### config.mk
export PLATFORM = sky130hd
export DESIGN_NAME = jstk2_spi_responder
export DESIGN_NICKNAME = d
export VERILOG_FILES = /design/src/rtl/jstk2_pkg.sv /design/src/rtl/jstk2_spi_responder_sync.sv /design/src/rtl/jstk2_spi_responder.sv
export SDC_FILE = /design/constraint.sdc
export NUM_CORES = 1
export LEC_CHECK = 0
export ABC_CLOCK_PERIOD_IN_PS = 3200
export CAP_MARGIN = 15
export CORE_MARGIN = 10
export CORE_UTILIZATION = 42
export CTS_CLUSTER_SIZE = 8
export DETAILED_ROUTE_END_ITERATION = 10
export GPL_ROUTABILITY_DRIVEN = 1
export HOLD_SLACK_MARGIN = 0.08
export PLACE_DENSITY_LB_ADDON = 0.15
export SYNTH_ARGS = -nofsm -noshare
export SYNTH_HDL_FRONTEND = slang
export SYNTH_HIERARCHICAL = 1
export SYNTH_SLANG_ARGS = --single-unit
### constraint.sdc
create_clock -name CLK -period 3.2 [get_ports CLK]
set_input_delay 0.48 -clock CLK [delete_from_list [all_inputs] [get_ports CLK]]
set_output_delay 0.48 -clock CLK [all_outputs]
set_load 0.01 [all_outputs]
### src/rtl/jstk2_pkg.sv
// jstk2_pkg: shared constants, state encoding and TX frame packing for the JSTK2 responder.
package jstk2_pkg;

    localparam logic [7:0] JSTK2_CMD_SET_LED = 8'h84;

    localparam int XL  = 0;
    localparam int XH  = 1;
    localparam int YL  = 2;
    localparam int YH  = 3;
    localparam int BTN = 4;

    typedef enum logic [1:0] {WAIT_HI, IDLE, SHIFT} state_t;

    // Byte 0 lands in the top bits so the frame shifts out MSB first.
    function automatic logic [39:0] build_frame(input logic [9:0] x, input logic [9:0] y,
                                                input logic [7:0] btn);
        logic [0:4][7:0] b;
        b[XL]  = x[7:0];
        b[XH]  = {6'b0, x[9:8]};
        b[YL]  = y[7:0];
        b[YH]  = {6'b0, y[9:8]};
        b[BTN] = btn;
        return b;
    endfunction

endpackage

### src/rtl/jstk2_spi_responder_sync.sv
// sync_edge_detect: multi-flop synchroniser with one-cycle rise/fall pulses on the synchronised level.
module sync_edge_detect #(
    parameter int STAGES = 2
) (
    input  logic clk,
    input  logic rst,
    input  logic d,
    output logic level,
    output logic rise,
    output logic fall
);

    logic [STAGES-1:0] sh;
    logic              prev;

    always_ff @(posedge clk) begin
        if (rst) begin
            sh   <= '0;
            prev <= 1'b0;
        end else begin
            sh   <= {sh[STAGES-2:0], d};
            prev <= sh[STAGES-1];
        end
    end

    assign level = sh[STAGES-1];
    assign rise  = level & ~prev;
    assign fall  = ~level & prev;

endmodule

### src/rtl/jstk2_spi_responder.sv
// jstk2_spi_responder: SPI mode-0 target emulating a JSTK2 joystick, oversampled in the CLK domain.
// Define JSTK2_LED_CMD_EN to add the led_rgb port driven by the 0x84 set-LED command.
module jstk2_spi_responder
    import jstk2_pkg::*;
#(
    parameter int SYNC_STAGES = 2,
    parameter int FRAME_BYTES = 5
) (
    input  logic        CLK,
    input  logic        RST,
    input  logic        SCK,
    input  logic        CS_n,
    input  logic        MOSI,
    output logic        MISO,
    input  logic [9:0]  x_val,
    input  logic [9:0]  y_val,
    input  logic [7:0]  btn_val,
    output logic        frame_done,
    output logic        frame_err,
    output logic [7:0]  rx_cmd
`ifdef JSTK2_LED_CMD_EN
    ,
    output logic [23:0] led_rgb
`endif
);

    localparam int BW = $clog2(FRAME_BYTES + 1);
`ifdef JSTK2_LED_CMD_EN
    localparam int RXN = 4;
`else
    localparam int RXN = 1;
`endif

    logic sck_rise, sck_fall, cs_lvl, cs_rise, cs_fall, mosi_lvl;
    logic unused_sck_lvl, unused_mosi_rise, unused_mosi_fall;

    sync_edge_detect #(.STAGES(SYNC_STAGES)) u_sck (
        .clk(CLK), .rst(RST), .d(SCK),
        .level(unused_sck_lvl), .rise(sck_rise), .fall(sck_fall)
    );

    sync_edge_detect #(.STAGES(SYNC_STAGES)) u_cs (
        .clk(CLK), .rst(RST), .d(CS_n),
        .level(cs_lvl), .rise(cs_rise), .fall(cs_fall)
    );

    sync_edge_detect #(.STAGES(SYNC_STAGES)) u_mosi (
        .clk(CLK), .rst(RST), .d(MOSI),
        .level(mosi_lvl), .rise(unused_mosi_rise), .fall(unused_mosi_fall)
    );

    state_t         state, state_nx;
    logic [39:0]    frame, tx_sh;
    logic [2:0]     bit_cnt;
    logic [BW-1:0]  byte_cnt;
    logic [6:0]     rx_sh;
    logic [7:0]     rx_buf [RXN];
    logic           load, close, sck_in, sck_out, done_nx, err_nx, full;

    assign frame = build_frame(x_val, y_val, btn_val);
    assign full  = byte_cnt >= BW'(FRAME_BYTES);

    // A CS_n edge pre-empts any SCK edge seen in the same cycle.
    always_comb begin
        state_nx = state;
        load     = 1'b0;
        close    = 1'b0;
        sck_in   = 1'b0;
        sck_out  = 1'b0;
        done_nx  = 1'b0;
        err_nx   = 1'b0;
        case (state)
            WAIT_HI: state_nx = cs_lvl ? IDLE : WAIT_HI;
            IDLE: begin
                load     = cs_fall;
                state_nx = cs_fall ? SHIFT : IDLE;
            end
            SHIFT: begin
                close    = cs_rise;
                state_nx = cs_rise ? IDLE : SHIFT;
                done_nx  = cs_rise && bit_cnt == 3'd0 && byte_cnt == BW'(FRAME_BYTES);
                err_nx   = cs_rise && !done_nx;
                sck_in   = !cs_rise && sck_rise;
                sck_out  = !cs_rise && sck_fall;
            end
            default: state_nx = WAIT_HI;
        endcase
    end

    always_ff @(posedge CLK) begin
        if (RST) begin
            state      <= WAIT_HI;
            MISO       <= 1'b0;
            frame_done <= 1'b0;
            frame_err  <= 1'b0;
            rx_cmd     <= 8'h00;
            tx_sh      <= '0;
            bit_cnt    <= '0;
            byte_cnt   <= '0;
            rx_sh      <= '0;
        end else begin
            state      <= state_nx;
            frame_done <= done_nx;
            frame_err  <= err_nx;
            if (load) begin
                MISO  <= frame[39];
                tx_sh <= {frame[38:0], 1'b0};
            end
            if (close) begin
                MISO     <= 1'b0;
                bit_cnt  <= '0;
                byte_cnt <= '0;
            end
            if (done_nx)
                rx_cmd <= rx_buf[0];
            if (sck_in) begin
                bit_cnt <= bit_cnt + 3'd1;
                if (!full)
                    rx_sh <= {rx_sh[5:0], mosi_lvl};
                if (!full && bit_cnt == 3'd7)
                    byte_cnt <= byte_cnt + BW'(1);
            end
            if (sck_out) begin
                MISO  <= tx_sh[39] & !full;
                tx_sh <= {tx_sh[38:0], 1'b0};
            end
        end
    end

    for (genvar i = 0; i < RXN; i++) begin : g_rx
        always_ff @(posedge CLK)
            if (sck_in && bit_cnt == 3'd7 && byte_cnt == BW'(i))
                rx_buf[i] <= {rx_sh, mosi_lvl};
    end

`ifdef JSTK2_LED_CMD_EN
    always_ff @(posedge CLK) begin
        if (RST)
            led_rgb <= 24'h0;
        else if (done_nx && rx_buf[0] == JSTK2_CMD_SET_LED)
            led_rgb <= {rx_buf[1], rx_buf[2], rx_buf[3]};
    end
`endif

endmodule

==> After elaboration in Yosys (flattened, before gate mapping) <==
Memories as Yosys holds them, arrays and structs flattened. A register that Yosys moved wholly into a read port is not among the register bits.
Index checks and enable logic that the tools add are counted.
{ "totals": {"regBits": 65, "ramBits": 8, "output_inout_bits": 11, "elab_cells": 72, "mem_count": 1} }
{ "op_classes": {"add_sub_neg": 2, "n_lt_le_gt_ge": 1, "n_eq_ne": 4, "n_mux": 21, "bitwise_logic": 11, "n_reduce_logical": 19} }
{ "memory_table": {"columns": ["memory", "words", "width", "read_ports", "rd_clocked_by_memory_dff", "wr", "line_no", "source"], "rows": [
  ["rx_buf", 1, 8, 1, 1, 1, "jstk2_spi_responder.sv:57", "logic [7:0] rx_buf [RXN];"]
]} }
{ "op_table": {"columns": ["operator", "count"], "rows": [
  ["40-bit two-way mux", 2],
  ["3-bit two-way mux", 5],
  ["1-bit two-way mux", 11],
  ["1-bit logical AND", 8],
  ["3-bit by 1-bit adder with 3-bit output, second input constant", 2],
  ["3-bit == test, second input constant", 2],
  ["3-bit logical NOT", 2],
  ["1-bit NOT", 6],
  ["2-bit one-hot mux with 3 select lines", 1],
  ["1-bit bitwise AND", 5],
  ["2-bit two-way mux", 2],
  ["2-bit nonzero test", 2],
  ["3-bit >= comparator, second input constant", 1],
  ["1-bit logical NOT", 3],
  ["3-bit nonzero test", 1],
  ["2-bit by 1-bit == test with 1-bit output, second input constant", 1],
  ["2-bit == test, second input constant", 1],
  ["2-bit logical NOT", 1],
  ["2-bit AND reduction", 1],
  ["2-bit OR reduction", 1]
]} }

==> Logic depth before layout (Yosys ltp) <==
{ "depth": {"depth_word": 9, "ltp_mapped": 7} }

==> Modules after synthesis <==
Netlist, hierarchy kept.
{ "by_module_without_submodules": {"columns": ["module", "instances", "cells_per_inst", "area_each_um2"], "rows": [
  ["jstk2_spi_responder", 1, 323, 3084.2],
  ["sync_edge_detect", 3, 8, 91.3]
]} }

==> Worst setup path after synthesis <==
OpenSTA, ideal clock, no wires.
{ "synth_timing": {"path_kind": "register -> register", "startpoint": "register u_cs.sh[1]", "endpoint": "memory rx_buf[0][0] (enable)", "setup_time_ns": 0.395, "t_arrival_ns": 1.834, "required_ns": 2.805, "setup_slack_ns": 0.971, "path_stages_with_launch": 6, "path_buffers": 2, "synth_period_minus_slack_ns": 2.229, "cell_sequence": "dfxtp_1 nor2b_1 buf_2 nand4bb_1 clkbuf_1 nor4_1"} }
{ "synth_via": {"elab_chain_cells": 8} }
{ "synth_rtl": {"columns": ["item", "line_no", "source"], "rows": [
  ["start, declared", "jstk2_spi_responder_sync.sv:13", "logic [STAGES-1:0] sh;"],
  ["start signal, assigned", "jstk2_spi_responder_sync.sv:21", "sh <= {sh[STAGES-2:0], d};"],
  ["1-bit bitwise AND", "jstk2_spi_responder_sync.sv:27", "assign rise = level & ~prev;"],
  ["named net cs_rise", "jstk2_spi_responder.sv:34", "logic sck_rise, sck_fall, cs_lvl, cs_rise, cs_fall, mosi_lvl;"],
  ["1-bit logical NOT", "jstk2_spi_responder.sv:83", "sck_in = !cs_rise && sck_rise;"],
  ["1-bit logical AND", "jstk2_spi_responder.sv:83", null],
  ["1-bit two-way mux", "jstk2_spi_responder.sv:72", "case (state)"],
  ["1-bit logical AND (2 in a row)", "jstk2_spi_responder.sv:132", "if (sck_in && bit_cnt == 3'd7 && byte_cnt == BW'(i))"],
  ["1-bit two-way mux", "jstk2_spi_responder.sv:132", null],
  ["1-bit two-way mux (implied by the code)", "jstk2_spi_responder.sv:133", "rx_buf[i] <= {rx_sh, mosi_lvl};"],
  ["end, declared", "jstk2_spi_responder.sv:57", null]
]} }
The timed path passes the listed nets, and every way through them passes these cells.

==> Final worst setup path <==
{ "layout_timing": {"startpoint": "register u_cs.sh[1]", "endpoint": "register tx_sh[4]"} }
{ "layout_via": {"elab_chain_cells": 5} }
{ "layout_rtl": {"columns": ["item", "line_no", "source"], "rows": [
  ["1-bit bitwise AND (*)", "jstk2_spi_responder_sync.sv:27", null],
  ["named net cs_rise", "jstk2_spi_responder.sv:34", null],
  ["1-bit logical NOT (*)", "jstk2_spi_responder.sv:84", "sck_out = !cs_rise && sck_fall;"],
  ["1-bit logical AND (*)", "jstk2_spi_responder.sv:84", null],
  ["1-bit two-way mux (*)", "jstk2_spi_responder.sv:72", null],
  ["40-bit two-way mux / 2-bit nonzero test (equally long branches)", null, null],
  ["end signal, assigned", "jstk2_spi_responder.sv:107", "tx_sh <= {frame[38:0], 1'b0};"],
  ["end signal, assigned", "jstk2_spi_responder.sv:125", "tx_sh <= {tx_sh[38:0], 1'b0};"],
  ["end, declared", "jstk2_spi_responder.sv:53", "logic [39:0] frame, tx_sh;"]
]} }
Mark *: on every way through the listed nets, which the timed path passes. The rest lies on a longest branch.
A chain may end at the register's enable or synchronous reset.

==> metrics.yaml <==
global_route:
  grt_remaining_overflow: 0
  grt_pass1_wl_mm: 11.8
  grt_usage_pct: 12.3
  grt_pass1_vias: 2434
  grt_max_degree: 42
  antenna_found_initial: 0
power_and_ir_drop:
  ir_drop_mv: 0.262
  internal-power_mw: 1.64
  clkPwrFrac_pct: 45.5
  p_leak_nw: 1.61
  p_per_area_mw_per_mm2: 501
  power.switching_mw: 0.386
  p_seq_share_pct: 50.9
  finalPower_mw: 2.03
  combinationalPowerShare_pct: 3.6
  sw_frac_of_total_pct: 19.0
yosys:
  syn_inst: 343
  syn_area_per_cell_um2: 9.68
  netlist_area_mm2: 0.00332
  ys_warn_count: 6
  synth_nets: 382
worst_setup_path:
  worstPathArrival_ns: 2.38
  required_ns: 3.44
  rr_endpoint: "tx_sh[4]"
  end_kind: "flip-flop"
  worstSetupStartpointType: "flip-flop"
  reg2reg_setup_slack_ns: 1.06
  cp_max_fo: 34
  timing.rr.start: "u_cs/sh[1]"
  reg2reg_depth: 4
  path_class: "flip-flop to flip-flop"
flow_run:
  max_cap_viol_count: 0
place:
  io_buffers: 43
  routabilityCongestion: 0.766
  dp_hpwl_mm: 4.75
  dp_cells: 466
clock_network:
  cts.repair.resized: 0
  cts_sinks: 81
  tritoncts: "done"
  cts_max_path_buffers: 2
  clock-root-buffer: "clkbuf_8"
  numCtsBuffers: 9
  post_cts.repair.setup_buffers: 0
  clk_latency_ns: 0.34
  cts.clk_slew.worst_paths_ns: 0.09
  cts_max_level: 3
  holdBufCountCts: 0
floorplanning:
  dieWidth_um: 109
  ios: 44
  start_util_pct: 43.0
  dieHeight_um: 109
  dieArea_mm2: 0.0119
  core_area_mm2: 0.00773
  rows: 32
route:
  drc: 0
  vias: 2540
  drtPass1Iterations: 5
  dr.first_iter.drc_count: 116
  postRouteAntennaNets: 0
  via_per_inst: 5.27
  wl_per_cell_um: 14.8
  routed_wl_mm: 7.12
timing:
  period_needed_ns: 2.14
  fmax_mhz: 467
  maxSlewViolCount: 0
  skew_ns: 0.0131
  fin_setup_tns_ns: 0
  period_share_pct: 66.8
  slew_headroom_pct: 45.1
  hold_viol: 0
  rsz0062_at_grt: "no"
  worstMarginPinSlew_ns: 0.823
  finalSetupViolCount: 0
finish:
  multiInputGateArea_mm2: 0.00145
  antenna_cells: 0
  fillerInstances: 726
  drive_gt1_share_pct: 6.84
  fin_nets: 414
  regArea_mm2: 0.00170
  final_cells: 482
  syn_to_final_growth_pct: 21.9
hold_path:
  hp-class: "flip-flop to flip-flop"
  min_from: "rx_sh[6]"
  min_to: "rx_buf[0][7]"
  hold_depth: 0
run_status:
  status: "finished, final reports clean"
[worst max-delay path by stage]
stage          startpoint      endpoint  slack, ns
6_report       u_cs/sh[1]      tx_sh[4]       1.06
5_1_grt        u_cs/sh[1]      tx_sh[5]       0.82
4_1_cts        u_cs/sh[1]      tx_sh[5]       1.03
3_5_place_dp   u_cs/sh[1]      tx_sh[3]       1.05
3_3_place_gp   u_cs/sh[1]      tx_sh[5]       1.11
2_1_floorplan  u_cs/sh[1]  rx_buf[0][0]       0.97
[power groups by stage]
stage	logic, mW	clock network, mW	registers (mW)
3_3_place_gp	0.0734	0	1.06
3_5_place_dp	0.0732	0	1.06
5_1_grt	0.0796	0.980	1.03
6_report	0.0729	0.923	1.03
2_1_floorplan	0.0265	0	1.05
4_1_cts	0.0741	0.941	1.03
[metrics by stage]
step	util (%)	cell area (µm²)	hold WS (ns)	setup WS, ns
after floorplan	-	3320	0.402	0.971
after global placement	49.1	3790	0.414	1.11
after detailed placement	49.1	3790	0.416	1.05
after CTS	52.4	4050	0.437	1.03
after global routing	52.4	4050	0.448	0.820
final	52.4	4050	0.432	1.06
[layer usage]
layer	track usage, %	vias to the layer above	wire (µm)
met4	5.08	0	65
li1	-	1309	-
met1	15.9	1185	3520
met3	3.01	5	233
met5	0	-	0
met2	19.0	41	3300
[cell usage in the layout (no fill, tap or decap), drive strengths merged, types with 6 or more instances in the layout]
cell            n
o31ai           9
o21ai           7
dfxtp          73
clkdlybuf4s50  42
nand3          22
nor2           27
ha              6
edfxtp          8
nand2          15
clkbuf         12
nand4          11
nor2b          15
a211oi         28
mux2i          27
buf             8
inv             7
a21oi          36
[worst max-delay path, cell delays in order (launching register included)]
cell and delay, ns:
dfxtp_1 0.33, nor2b_1 0.20, nand4bb_2 0.79, buf_4 0.49, a211oi_1 0.23
[final cells by class]
cell class | count | share of cell area, %
sequential | 81 | 42.1
multi-input combinational | 225 | 35.9
clock inverter | 4 | 2.44
tap | 102 | 3.15
inverter | 8 | 0.742
clock buffer | 12 | 3.87
timing repair buffer | 50 | 11.8
[state kept, by name (all words and copies together) (netlist names), 2 cells and up]
signal / count
tx_sh: 39
u_mosi/sh: 2
state: 2
rx_cmd: 8
rx_sh: 7
byte_cnt: 3
u_sck/sh: 2
bit_cnt: 3
rx_buf: 8
u_cs/sh: 2
Note: power is estimated with default switching activity, not from simulation.
